==> config.mk <==
export PLATFORM = sky130hd
export DESIGN_NAME = id_ex_pipe_reg
export DESIGN_NICKNAME = d
export VERILOG_FILES = /design/src/rtl/id_ex_pipe_reg.sv
export SDC_FILE = /design/constraint.sdc
export NUM_CORES = 1
export LEC_CHECK = 0
export CORE_MARGIN = 5
export CORE_UTILIZATION = 50
export CTS_CLUSTER_SIZE = 30
export DETAILED_ROUTE_END_ITERATION = 8
export DONT_BUFFER_PORTS = 1
export PLACE_DENSITY = 0.76
export SKIP_LAST_GASP = 1
export SYNTH_ARGS = -nofsm -noshare
export SYNTH_HDL_FRONTEND = slang
export SYNTH_SLANG_ARGS = --single-unit
==> constraint.sdc <==
create_clock -name clk -period 3.1 [get_ports clk]
set_input_delay 0.31 -clock clk [delete_from_list [all_inputs] [get_ports clk]]
set_output_delay 0.31 -clock clk [all_outputs]
set_load 0.005 [all_outputs]
==> src/rtl/id_ex_pipe_reg.sv <==
// ID->EXE pipeline register with valid/ready handshake, synchronous flush and an
// optional one-entry skid buffer (SKID=1) so stalls do not cost a bubble.
module id_ex_pipe_reg #(
    parameter int DATA_W = 32,
    parameter int REG_W  = 4,
    parameter int CMD_W  = 4,
    parameter int SKID   = 1,
    parameter int CNT_W  = 16
) (
    input  logic              clk,
    input  logic              rst_n,
    input  logic              flush,
    input  logic              in_valid,
    output logic              in_ready,
    input  logic [4:0]        ctrl_in,
    input  logic [CMD_W-1:0]  exe_cmd_in,
    input  logic [DATA_W-1:0] pc_in,
    input  logic [DATA_W-1:0] val_rn_in,
    input  logic [DATA_W-1:0] val_rm_in,
    input  logic [REG_W-1:0]  dest_in,
    input  logic [REG_W-1:0]  src1_in,
    input  logic [REG_W-1:0]  src2_in,
    input  logic              imm_in,
    input  logic [11:0]       shift_operand_in,
    input  logic [23:0]       signed_imm_24_in,
    input  logic [3:0]        sr_in,
    output logic              out_valid,
    input  logic              out_ready,
    output logic [4:0]        ctrl_out,
    output logic [CMD_W-1:0]  exe_cmd_out,
    output logic [DATA_W-1:0] pc_out,
    output logic [DATA_W-1:0] val_rn_out,
    output logic [DATA_W-1:0] val_rm_out,
    output logic [REG_W-1:0]  dest_out,
    output logic [REG_W-1:0]  src1_out,
    output logic [REG_W-1:0]  src2_out,
    output logic              imm_out,
    output logic [11:0]       shift_operand_out,
    output logic [23:0]       signed_imm_24_out,
    output logic [3:0]        sr_out,
    output logic [1:0]        occupancy,
    output logic [CNT_W-1:0]  flush_count
);

    localparam int CTL_W = 5 + CMD_W;
    localparam int PW    = CTL_W + 3*DATA_W + 3*REG_W + 1 + 12 + 24 + 4;

    logic [PW-1:0]    w_in_pl;
    logic [PW-1:0]    r_m_pl;
    logic [PW-1:0]    r_k_pl;
    logic             r_m_v;
    logic             r_k_v;
    logic [CNT_W-1:0] r_flush_cnt;
    logic             w_in_fire;
    logic             w_accept;
    logic             w_out_fire;
    logic [1:0]       w_held;
    logic [4:0]       w_ctrl;
    logic [CMD_W-1:0] w_cmd;

    function automatic logic [CNT_W-1:0] sat_add(input logic [CNT_W-1:0] a,
                                                 input logic [1:0] b);
        logic [CNT_W:0] s;
        s = {1'b0, a} + {{(CNT_W-1){1'b0}}, b};
        return s[CNT_W] ? {CNT_W{1'b1}} : s[CNT_W-1:0];
    endfunction

    assign w_in_pl = {ctrl_in, exe_cmd_in, pc_in, val_rn_in, val_rm_in,
                      dest_in, src1_in, src2_in, imm_in, shift_operand_in,
                      signed_imm_24_in, sr_in};

    // With the skid entry, ready depends only on held state, breaking the out_ready path.
    assign in_ready   = (SKID != 0) ? !r_k_v : (!r_m_v | out_ready);
    assign w_in_fire  = in_valid & in_ready;
    assign w_accept   = w_in_fire & !flush;
    assign w_out_fire = r_m_v & out_ready;
    assign w_held     = {1'b0, r_m_v} + {1'b0, r_k_v};

    always_ff @(posedge clk or negedge rst_n) begin
        if (!rst_n) begin
            r_m_v       <= 1'b0;
            r_k_v       <= 1'b0;
            r_m_pl      <= '0;
            r_k_pl      <= '0;
            r_flush_cnt <= '0;
        end else if (flush) begin
            r_m_v                    <= 1'b0;
            r_k_v                    <= 1'b0;
            r_m_pl[PW-1 -: CTL_W]    <= '0;
            r_k_pl[PW-1 -: CTL_W]    <= '0;
            r_flush_cnt              <= sat_add(r_flush_cnt, w_held);
        end else if (SKID != 0) begin
            if (!r_m_v || w_out_fire) begin
                if (r_k_v) begin
                    r_m_pl <= r_k_pl;
                    r_m_v  <= 1'b1;
                    r_k_v  <= w_accept;
                    if (w_accept)
                        r_k_pl <= w_in_pl;
                end else if (w_accept) begin
                    r_m_pl <= w_in_pl;
                    r_m_v  <= 1'b1;
                end else begin
                    r_m_v  <= 1'b0;
                end
            end else if (w_accept) begin
                r_k_pl <= w_in_pl;
                r_k_v  <= 1'b1;
            end
        end else begin
            if (w_accept) begin
                r_m_pl <= w_in_pl;
                r_m_v  <= 1'b1;
            end else if (w_out_fire) begin
                r_m_v  <= 1'b0;
            end
        end
    end

    assign {w_ctrl, w_cmd, pc_out, val_rn_out, val_rm_out, dest_out, src1_out,
            src2_out, imm_out, shift_operand_out, signed_imm_24_out, sr_out} = r_m_pl;

    // A bubble must never write back or touch memory, whatever stale payload it holds.
    assign ctrl_out    = r_m_v ? w_ctrl : 5'd0;
    assign exe_cmd_out = r_m_v ? w_cmd : {CMD_W{1'b0}};
    assign out_valid   = r_m_v;
    assign occupancy   = w_held;
    assign flush_count = r_flush_cnt;

endmodule

Yosys cells after proc, flatten, opt, wreduce, memory -nomap -nowiden
Cells that the tools add are included.
{ "classes": {"n_reduce_logical": 11, "addsub": 2, "bitwise_logic": 4, "eq_ne": 2, "muxes": 19} }
{ "ops": {"columns": ["operator", "count"], "rows": [
  ["2-to-1 mux 158 bit", 6],
  ["2-to-1 mux 9 bit", 2],
  ["adder 16 x 2 -> 17 bit", 1],
  ["2-to-1 mux 16 bit", 1],
  ["2-to-1 mux 1 bit", 8],
  ["nonzero test 3 bit", 2],
  ["2-to-1 mux 5 bit", 1],
  ["2-to-1 mux 4 bit", 1],
  ["AND reduction 2 bit", 2],
  ["nonzero test 2 bit", 2],
  ["AND 1 bit", 3],
  ["zero test 1 bit", 3],
  ["!= test 3 bit, second input constant", 1],
  ["AND reduction 3 bit", 1],
  ["adder 1 x 1 -> 2 bit", 1],
  ["!= test 2 bit, second input constant", 1],
  ["logical OR 1 bit", 1],
  ["inverter 1 bit", 1]
]} }
{ "totals": {"reg_bits": 334, "word_cells": 45, "out_inout_bits": 178, "in_bits": 163} }

Depth between registers and ports, before layout
Gate-level depths: netlist (run 1).
{ "logic_depth": {"ltp_word": 7, "depth_mapped": 9, "ltp_nobuf": 8} }

Least setup slack after synthesis (run 1)
OpenSTA, ideal clock, no wires.
{ "synth_path": {"path_type": "register -> register", "from": "register r_m_v, in the netlist out_valid", "to": "register r_flush_cnt[10], in the netlist flush_count[10]", "stages_incl_launch_ff": 10, "arrival_time_ns": 2.369, "synth_period_minus_slack_ns": 2.436, "slack_ns": 0.664, "cell_sequence": "dfrtp_1 ha_1 ha_1 inv_1 fa_1 nand3b_1 nor4_1 nand3_1 clkbuf_1 nand2_1"} }
{ "synth_between": {"elab_chain_cells": 3} }
{ "synth_rtl": {"columns": ["element", "line_no", "text"], "rows": [
  ["start: declaration", "51", "logic r_m_v;"],
  ["start signal: assignment", "81", "r_m_v <= 1'b0;"],
  ["start signal: assignment", "87", "r_m_v <= 1'b0;"],
  ["start signal: assignment", "96", "r_m_v <= 1'b1;"],
  ["adder 1 x 1 -> 2 bit", "77", "assign w_held = {1'b0, r_m_v} + {1'b0, r_k_v};"],
  ["via occupancy[0]", "41", "output logic [1:0] occupancy,"],
  ["adder 16 x 2 -> 17 bit", "64", "s = {1'b0, a} + {{(CNT_W-1){1'b0}}, b};"],
  ["2-to-1 mux 16 bit", "65", "return s[CNT_W] ? {CNT_W{1'b1}} : s[CNT_W-1:0];"],
  ["end signal: assignment", "91", "r_flush_cnt <= sat_add(r_flush_cnt, w_held);"],
  ["end: declaration", "53", "logic [CNT_W-1:0] r_flush_cnt;"]
]} }
The timed path passes the listed nets, and every way through them passes these cells.
A chain may end at the register's enable or synchronous reset.

Final worst setup path (run 1)
{ "layout_path": {"from": "register r_m_v, in the netlist out_valid", "to": "register r_flush_cnt[13], in the netlist flush_count[13]"} }
The elaborated chain is that of the path after synthesis.

==> impl_metrics.toml, run 1 <==
[synth]
synthMostInstantiatedCell = "dfrtp_1"
syn_area_per_cell_sq_um = 11.8
synth_commonest_cells = "dfrtp_1, nand2_1, mux2i_1"
ys_top_cells_by_area = "dfrtp_1, mux2i_1, buf_4"
synth_nets = 1453
synth_area_leader_cell = "dfrtp_1"
yosys_warnings = 0
synth_seq_cells = 334
synth-edff-count = 0
synthCells = 1286
synth_top_area_share = 0.549
ys_types = 37
synthesis.area_sq_um = 15200
seq_area_frac_synth = 0.549
ys.flop_type = "dfrtp_1"
async_flop_share = 1.00

[cts]
post_cts.repair.setup_buffers = 0
numCtsBuffers = 36
clock_sinks = 334
root_buffer = "clkbuf_16"
clk_latency_ps = 500
cts.clk_slew.worst_paths_ps = 60
htree_levels = 2
holdBufCountCts = 161
cts_buffer_depth = 3
cts_tree = "done"

[floorplanning]
die_w_um = 185
dieArea_sq_um = 34000
die_h_um = 185
ios = 341
core_sq_um = 29900
initial_utilization = 0.510
rows = 63

[timing]
worst_pin_slew_ps = 979
rsz0062_at_grt = "no"
setup_viol = 0
slew-limit-headroom = 0.348
whs_ps = -489
finClkSkew_ps = 12.1
report.final.slew_viol_count = 0
post-route-period-util = 0.899
period_minus_slack_ps = 2790
fmax_mhz = 359
setup_tns_ps = 0
hold_viol_final = 334

[worst_setup_path]
path_buf_inv = 1
crit_path_max_incr_delay_ps = 510
arrival_ps = 3190
path_cells = "ha_1 -> ha_1 -> inv_1 -> fa_1 -> nand3b_1 -> nor4_4 -> nand3_2 -> o21ai_0"
critPathKind = "reg2reg"
cp-end-kind = "flip-flop"
crit_slowest_cell = "dfrtp_1"
critPathMostFrequentCell = "ha_1"
crit_required_ps = 3510
rrSetupSlack_ps = 310
crit_family = "adder cells"
start_kind = "flip-flop"
path_max_fanout = 14

[global_routing]
antenna_found_initial = 0
grt_usage = 0.196
gr-total-overflow = 0
grt_pass1_vias = 9789
grt_pass1_wl_um = 54000
grt_max_degree = 335

[hold_path]
min_path_type = "in2async"

[power_and_ir_drop]
power_density_nw_per_um2 = 644
total_power_uw = 11000
ir_worst_vdd_uv = 425
leakagePower_uw = 0.00733

[placement]
gp_congestion = 0.803
dp_hpwl_um = 20600
io_buffers = 0

[routing]
ant_nets = 0
post_drt_wl_per_cell_um = 20.4
drt_iter0_drc = 424
wirelength_um = 34400
drt_first_pass_iters = 5
dr.max_layer_used = "met4"
vias_per_cell = 5.47
wl_met1_um = 13500
vias = 9217
wl_met3_um = 3580
drc = 0
wl_met2_um = 16400

[cells_and_area]
area_delta_synth_final_pct = 11.9
fill_cells = 2325
layout-drive-gt1-share = 0.0895
nets = 1444
diodes = 0

[status]
violations = "hold timing"
status = "finished with violations"

[flow_run]
cap_viol_max_count = 0
[report_power, final]
group          total [uW]  internal [uW]  switching [uW]  leakage (uW)
registers            5880           5220             653       0.00414
clock network        3860           2200            1660      0.000513
logic                1240            713             524       0.00268
[kinds of logic (layout without fill, tap and decap cells)]
logic type      after synthesis  in the layout  share of synthesized area
compound gates              177            177                     0.0608
xor+xnor                     10             10                    0.00575
fa+ha+maj                     4              4                    0.00378
buf+inv                     227            237                      0.101
flops                       334            334                      0.549
mux                         309            309                      0.218
simple gates                225            225                     0.0614
[registers in the layout (all words and copies together), names as in the netlist]
name,flops
flush_count,16
out_valid,1
r_k_pl,158
r_k_v,1
r_m_pl,158
[final cells by class]
class	count	area, sq um	share of cell area
Timing Repair Buffer	173	1760	0.104
Multi-Input combinational cell	725	5360	0.315
Sequential cell	334	8360	0.491
Clock inverter	10	57.6	0.00338
Inverter	7	26.3	0.00154
Clock buffer	47	973	0.0571
Tap cell	390	488	0.0286
[final timing paths]
| check | startpoint | to | cells past startpoint |
|---|---|---|---|
| worst min-delay path | rst_n | r_m_pl[109] | 0 |
| min in group clk | pc_in[21] | r_m_pl[138] | 2 |
| worst min register to register | r_k_pl[155] | r_k_pl[155] | 2 |
| worst max register to register | out_valid | flush_count[13] | 8 |
| max in group asynchronous | rst_n | r_m_pl[12] | 0 |
| worst max-delay path | out_valid | flush_count[13] | 8 |
[through the flow]
| stage | cells | area (sq um) | setup WS (ps) | utilization |
|---|---|---|---|---|
| 6_report | 1686 | 17000 | 313 | 0.570 |
| 5_1_grt | 1686 | 17000 | 95.2 | 0.570 |
| 4_1_cts | 1686 | 17000 | 42.7 | 0.570 |
| 3_5_place_dp | 1468 | 14400 | 61.6 | 0.481 |
| 3_3_place_gp | 1468 | 14400 | 262 | 0.481 |
| 2_1_floorplan | 1286 | 15200 | 664 | - |
[repair_timing]
item | 4_1_cts | 5_1_grt
resized for setup | 0 | 3
hold endpoints to repair | 554 | 334
endpoints found under the setup margin | 0 | 14
[per-layer routing]
| layer | track usage | vias to the layer above |
|---|---|---|
| li1 | - | 4213 |
| met2 | 0.323 | 353 |
| met1 | 0.245 | 4579 |
| met5 | 0 | - |
| met4 | 0.0541 | 0 |
| met3 | 0.0730 | 72 |
[cells in the final DEF (no fill, tap or decap), types with 2 or more instances in the layout]
cell type,synthesis,layout
a31oi_1,2,2
a21oi_1,3,3
nor2_1,6,6
buf_12,0,5
mux2i_1,159,159
nand3_1,4,3
clkbuf_1,32,9
buf_4,151,7
dlygate4sd3_1,0,161
nor3_1,5,5
ha_1,3,3
o21ai_0,123,123
inv_1,7,7
xnor2_1,9,9
mux2_2,40,40
nand2_1,186,186
clkinv_4,0,2
dfrtp_1,334,333
mux2_4,10,10
and2_1,9,9
clkinv_2,0,8
clkbuf_16,0,37
mux2_1,100,100
o2bb2ai_1,9,9
nand4_1,2,2
nor4_1,4,3
o21ai_1,39,39
No activity file was read; power rests on OpenSTA's default activity.
==> inputs of run 2 (changes only) <==
--- a/config.mk
+++ b/config.mk
@@ -10,7 +10,9 @@
 export CTS_CLUSTER_SIZE = 30
 export DETAILED_ROUTE_END_ITERATION = 8
 export DONT_BUFFER_PORTS = 1
+export HOLD_SLACK_MARGIN = 0.15
 export PLACE_DENSITY = 0.76
+export SETUP_SLACK_MARGIN = 0.4
 export SKIP_LAST_GASP = 1
 export SYNTH_ARGS = -nofsm -noshare
 export SYNTH_HDL_FRONTEND = slang
==> impl_metrics.toml, run 2 (same netlist as run 1, synthesis figures left out) <==
[floorplanning]
rows = 63
core_sq_um = 29900
dieArea_sq_um = 34000
initial_utilization = 0.510
die_w_um = 185
ios = 341
die_h_um = 185

[cts]
root_buffer = "clkbuf_16"
holdBufCountCts = 162
numCtsBuffers = 36
cts.clk_slew.worst_paths_ps = 60
cts_tree = "done"
htree_levels = 2
clock_sinks = 334
clk_latency_ps = 500
cts_buffer_depth = 3

[worst_setup_path]
arrival_ps = 3040
reg2regPathDepth = 10
path_max_fanout = 4
crit_required_ps = 3470
start_kind = "flip-flop"
cp-end-kind = "flip-flop"
critPathKind = "reg2reg"

[power_and_ir_drop]
power_density_nw_per_um2 = 642
p_sw_frac = 0.260
cellInternalPower_uw = 8140
seqPwrFrac = 0.534
leakagePower_uw = 0.00737
ir_worst_vdd_uv = 423
combPwrFrac = 0.115
clockPowerShare = 0.351
netSwitchingPower_uw = 2860

[routing]
vias_per_cell = 5.42
drt_first_pass_iters = 4
ant_nets = 0
drc = 0
wirelength_um = 34200
drt_iter0_drc = 427
post_drt_wl_per_cell_um = 20.2
vias = 9191

[cells_and_area]
design_area_sq_um = 17100
area_delta_synth_final_pct = 12.5
nets = 1450
layout-drive-gt1-share = 0.0945
mostFrequentLayoutCells = "dfrtp_1, nand2_1, dlygate4sd3_1, mux2i_1, o21ai_0"
final_common_cell = "dfrtp_1"

[global_routing]
antenna_found_initial = 3
gr-total-overflow = 0
grt_pass1_vias = 9737
grt_usage = 0.190
grt_pass1_wl_um = 52600
grt_max_degree = 335

[timing]
fmax_mhz = 374
finClkSkew_ps = 11.9
setup_tns_ps = 0
period_minus_slack_ps = 2670
whs_ps = -490
post-route-period-util = 0.862
slew-limit-headroom = 0.428
worst_pin_slew_ps = 858
rsz0062_at_grt = "yes"
hold_viol_final = 334
report.final.slew_viol_count = 0
setup_viol = 0

[status]
violations = "hold timing"
status = "finished with violations"

[placement]
placed_cell_area_sq_um = 14400
dp_hpwl_um = 20600
io_buffers = 0
gp_congestion = 0.803

[flow_run]
cap_viol_max_count = 0

[hold_path]
min_path_type = "in2async"
-- run 2: final timing paths --
check | startpoint | end | slack, ps
min in group clk | flush | r_m_pl[155] | 180
max in group asynchronous | rst_n | r_k_pl[12] | 2870
hold / removal | rst_n | r_m_pl[109] | -490
setup reg to reg | r_k_v | flush_count[8] | 430
hold reg to reg | r_k_pl[155] | r_k_pl[155] | 480
setup / recovery | r_k_v | flush_count[8] | 430
-- run 2: critical path, cell delays in order (launching register included) --
cell and delay (ps):
dfrtp_4 560, ha_4 310, ha_1 160, inv_1 60, fa_1 390, nand3b_1 280
buf_4 210, buf_4 120, nor3_1 210, xnor2_1 170, nand2_1 80
-- run 2: per-stage QoR --
step / util / hold slack, ps / instances / power (uW) / worst slack, ps
2_1_floorplan: - / 14.4 / 1286 / 7000 / 664
3_3_place_gp: 0.481 / 22.5 / 1468 / 6870 / 262
3_5_place_dp: 0.481 / 22.1 / 1468 / 6990 / 61.6
4_1_cts: 0.571 / -515 / 1688 / 11100 / 430
5_1_grt: 0.573 / -526 / 1695 / 11600 / 358
6_report: 0.573 / -490 / 1695 / 11000 / 429
-- run 2: cell type report --
class                   instances  area (sq um)
diodes                          3          7.51
clock buffers                  47           973
clock inverters                10          57.6
fillers                      2312         12700
inverters                       7          26.3
multi-input cells             725          5380
flip-flops and latches        334          8360
well taps                     390           488
repair buffers                179          1840
-- run 2: timing repair --
item	in CTS	in global routing
pin swaps	1	1
setup buffers	1	3
hold endpoints to repair	655	334
gates cloned	0	1
setup endpoints to repair	14	53
gates resized for setup	3	4
-- run 2: per-layer routing --
layer / vias up / global-route usage / wire (um)
li1: 4238 / - / -
met2: 337 / 0.319 / 16500
met4: 0 / 0.0574 / 892
met5: - / 0 / 0
met1: 4543 / 0.230 / 13500
met3: 73 / 0.0714 / 3420
-- run 2: power by group through the flow --
stage | registers [uW] | clock network, uW | logic, uW
after floorplan | 5630 | 0 | 1370
after global placement | 5890 | 0 | 978
after detailed placement | 5930 | 0 | 1060
after CTS | 5870 | 3940 | 1250
after global routing | 5980 | 4140 | 1430
final | 5880 | 3860 | 1260
==> inputs of run 3 (changes only) <==
--- a/config.mk
+++ b/config.mk
@@ -5,6 +5,7 @@
 export SDC_FILE = /design/constraint.sdc
 export NUM_CORES = 1
 export LEC_CHECK = 0
+export ABC_AREA = 1
 export CORE_MARGIN = 5
 export CORE_UTILIZATION = 50
 export CTS_CLUSTER_SIZE = 30
==> impl_metrics.toml, run 3 <==
[worst_setup_path]
path_max_fanout = 12
reg2regPathDepth = 11
crit_slowest_cell = "dfrtp_4"
arrival_ps = 2960
crit_path_max_incr_delay_ps = 470
cp-end-kind = "flip-flop"
start_kind = "flip-flop"
critPathKind = "reg2reg"
path_cells = "ha_1 -> ha_1 -> inv_1 -> fa_1 -> inv_1 -> nand2_1 -> nor2_1 -> nand2_1 -> nor2_1 -> nand2_2 -> nand3_1"
crit_required_ps = 3540

[placement]
dp.cells = 1979
dp_hpwl_um = 22700
gp_congestion = 0.825
place_ws_ps = 478
io_buffers = 0
placed_cell_area_sq_um = 14700

[cts]
htree_levels = 2
root_buffer = "clkbuf_16"
holdBufCountCts = 172
numCtsBuffers = 37
cts.clk_slew.worst_paths_ps = 70
clk_latency_ps = 510
cts_tree = "done"
clock_sinks = 334
cts_buffer_depth = 3

[global_routing]
gr-total-overflow = 0
grt_pass1_vias = 11625
met1_usage = 0.254
met2_usage = 0.338
grt_usage = 0.205
antenna_found_initial = 7
grt_max_degree = 335
grtUsageMet3 = 0.0756
busiest_layer = "met2"
grt_pass1_wl_um = 60900

[synth]
synthMostInstantiatedCell = "nand2_1"
synth_top_area_share = 0.533
ys.flop_type = "dfrtp_1"
ys_types = 27
synth_area_leader_cell = "dfrtp_1"
synthesis.area_sq_um = 15700
syn_area_per_cell_sq_um = 8.62
synth_commonest_cells = "nand2_1, dfrtp_1, o21ai_0"
synthCells = 1820
yosys_warnings = 0
seq_area_frac_synth = 0.533
ys_top_cells_by_area = "dfrtp_1, nand2_1, o21ai_0"
synth_nets = 1987
synth_seq_cells = 334
synth-edff-count = 0
async_flop_share = 1.00

[flow_run]
cap_viol_max_count = 0

[timing]
post-route-period-util = 0.814
finClkSkew_ps = 11.4
layout_setup_ws_ps = 577
period_minus_slack_ps = 2520
setup_tns_ps = 0
setup_viol = 0
worst_pin_slew_ps = 1100
slew-limit-headroom = 0.267
hold_viol_final = 334
fmax_mhz = 396
report.final.slew_viol_count = 0
whs_ps = -489
rsz0062_at_grt = "yes"

[routing]
drc = 0
drt_first_pass_iters = 5
ant_nets = 0
vias = 11711
wirelength_um = 36800
post_drt_wl_per_cell_um = 16.6
drt_iter0_drc = 869
vias_per_cell = 5.28

[cells_and_area]
nets = 1962
mostFrequentLayoutCells = "nand2_1, dfrtp_1, o21ai_0, dlygate4sd3_1, inv_1"
layout-drive-gt1-share = 0.0468
design_area_sq_um = 17600
final_common_cell = "nand2_1"
area_delta_synth_final_pct = 12.3
final_cells = 2220

[floorplanning]
dieArea_sq_um = 35000
die_h_um = 187
core_sq_um = 30800
ios = 341
die_w_um = 187
rows = 64
initial_utilization = 0.509

[power_and_ir_drop]
power_density_nw_per_um2 = 663
leakagePower_uw = 0.00794
ir_worst_vdd_uv = 438

[hold_path]
min_path_type = "in2async"

[status]
violations = "hold timing"
status = "finished with violations"
-- run 3: logic make-up after synthesis --
kind of cell | Yosys count | synth area share
buf+inv | 423 | 0.153
simple gates | 571 | 0.142
mux | 35 | 0.0223
fa+ha+maj | 4 | 0.00367
flops | 334 | 0.533
xor+xnor | 5 | 0.00279
compound gates | 448 | 0.144
-- run 3: worst max-delay path, delay by kind of cell (launching register included) --
| family | cells | cell delay [ps] |
|---|---|---|
| fa+ha+maj | 3 | 920 |
| simple gates | 6 | 890 |
| flops | 1 | 470 |
| buf+inv | 2 | 160 |
-- run 3: report_power, final --
| part | total (uW) | switching [uW] | internal (uW) |
|---|---|---|---|
| Combinational | 1510 | 858 | 652 |
| Clock | 4330 | 1740 | 2590 |
| Sequential | 5840 | 576 | 5270 |
| Total | 11700 | 3170 | 8510 |
-- run 3: path summary, 6_finish.rpt --
check	start	to	slack (ps)
worst max-delay path	r_k_v	flush_count[13]	580
worst min-delay path	rst_n	flush_count[13]	-490
worst max register to register	r_k_v	flush_count[13]	580
worst min register to register	r_k_pl[130]	r_k_pl[130]	500
max in group asynchronous	rst_n	r_m_pl[142]	3230
min in group clk	flush	flush_count[0]	190
-- run 3: final cells by class --
| cell class | instances | area, sq um |
|---|---|---|
| Tap cell | 396 | 495 |
| Sequential cell | 334 | 8360 |
| Inverter | 168 | 633 |
| Multi-Input combinational cell | 1063 | 4960 |
| Fill cell | 2519 | 13200 |
| Clock inverter | 16 | 178 |
| Antenna cell | 7 | 17.5 |
| Timing Repair Buffer | 191 | 1970 |
| Clock buffer | 45 | 1020 |
-- run 3: through the flow --
stage,total power [uW],utilization
after floorplan,7190,-
after CTS,11800,0.570
after global routing,12300,0.572
final,11700,0.572
after detailed placement,7160,0.475
after global placement,7070,0.475
-- run 3: per-layer routing --
layer / vias to the layer above / routed length (um)
met4: 0 / 796
met3: 64 / 3500
met1: 5595 / 14700
met5: - / 0
met2: 431 / 17800
li1: 5621 / -
-- run 3: timing repair --
item / 4_1_cts / 5_1_grt
setup endpoints to repair: 0 / 140
hold endpoints to repair: 662 / 334
gates resized for setup: 0 / 2
setup buffers: 0 / 1
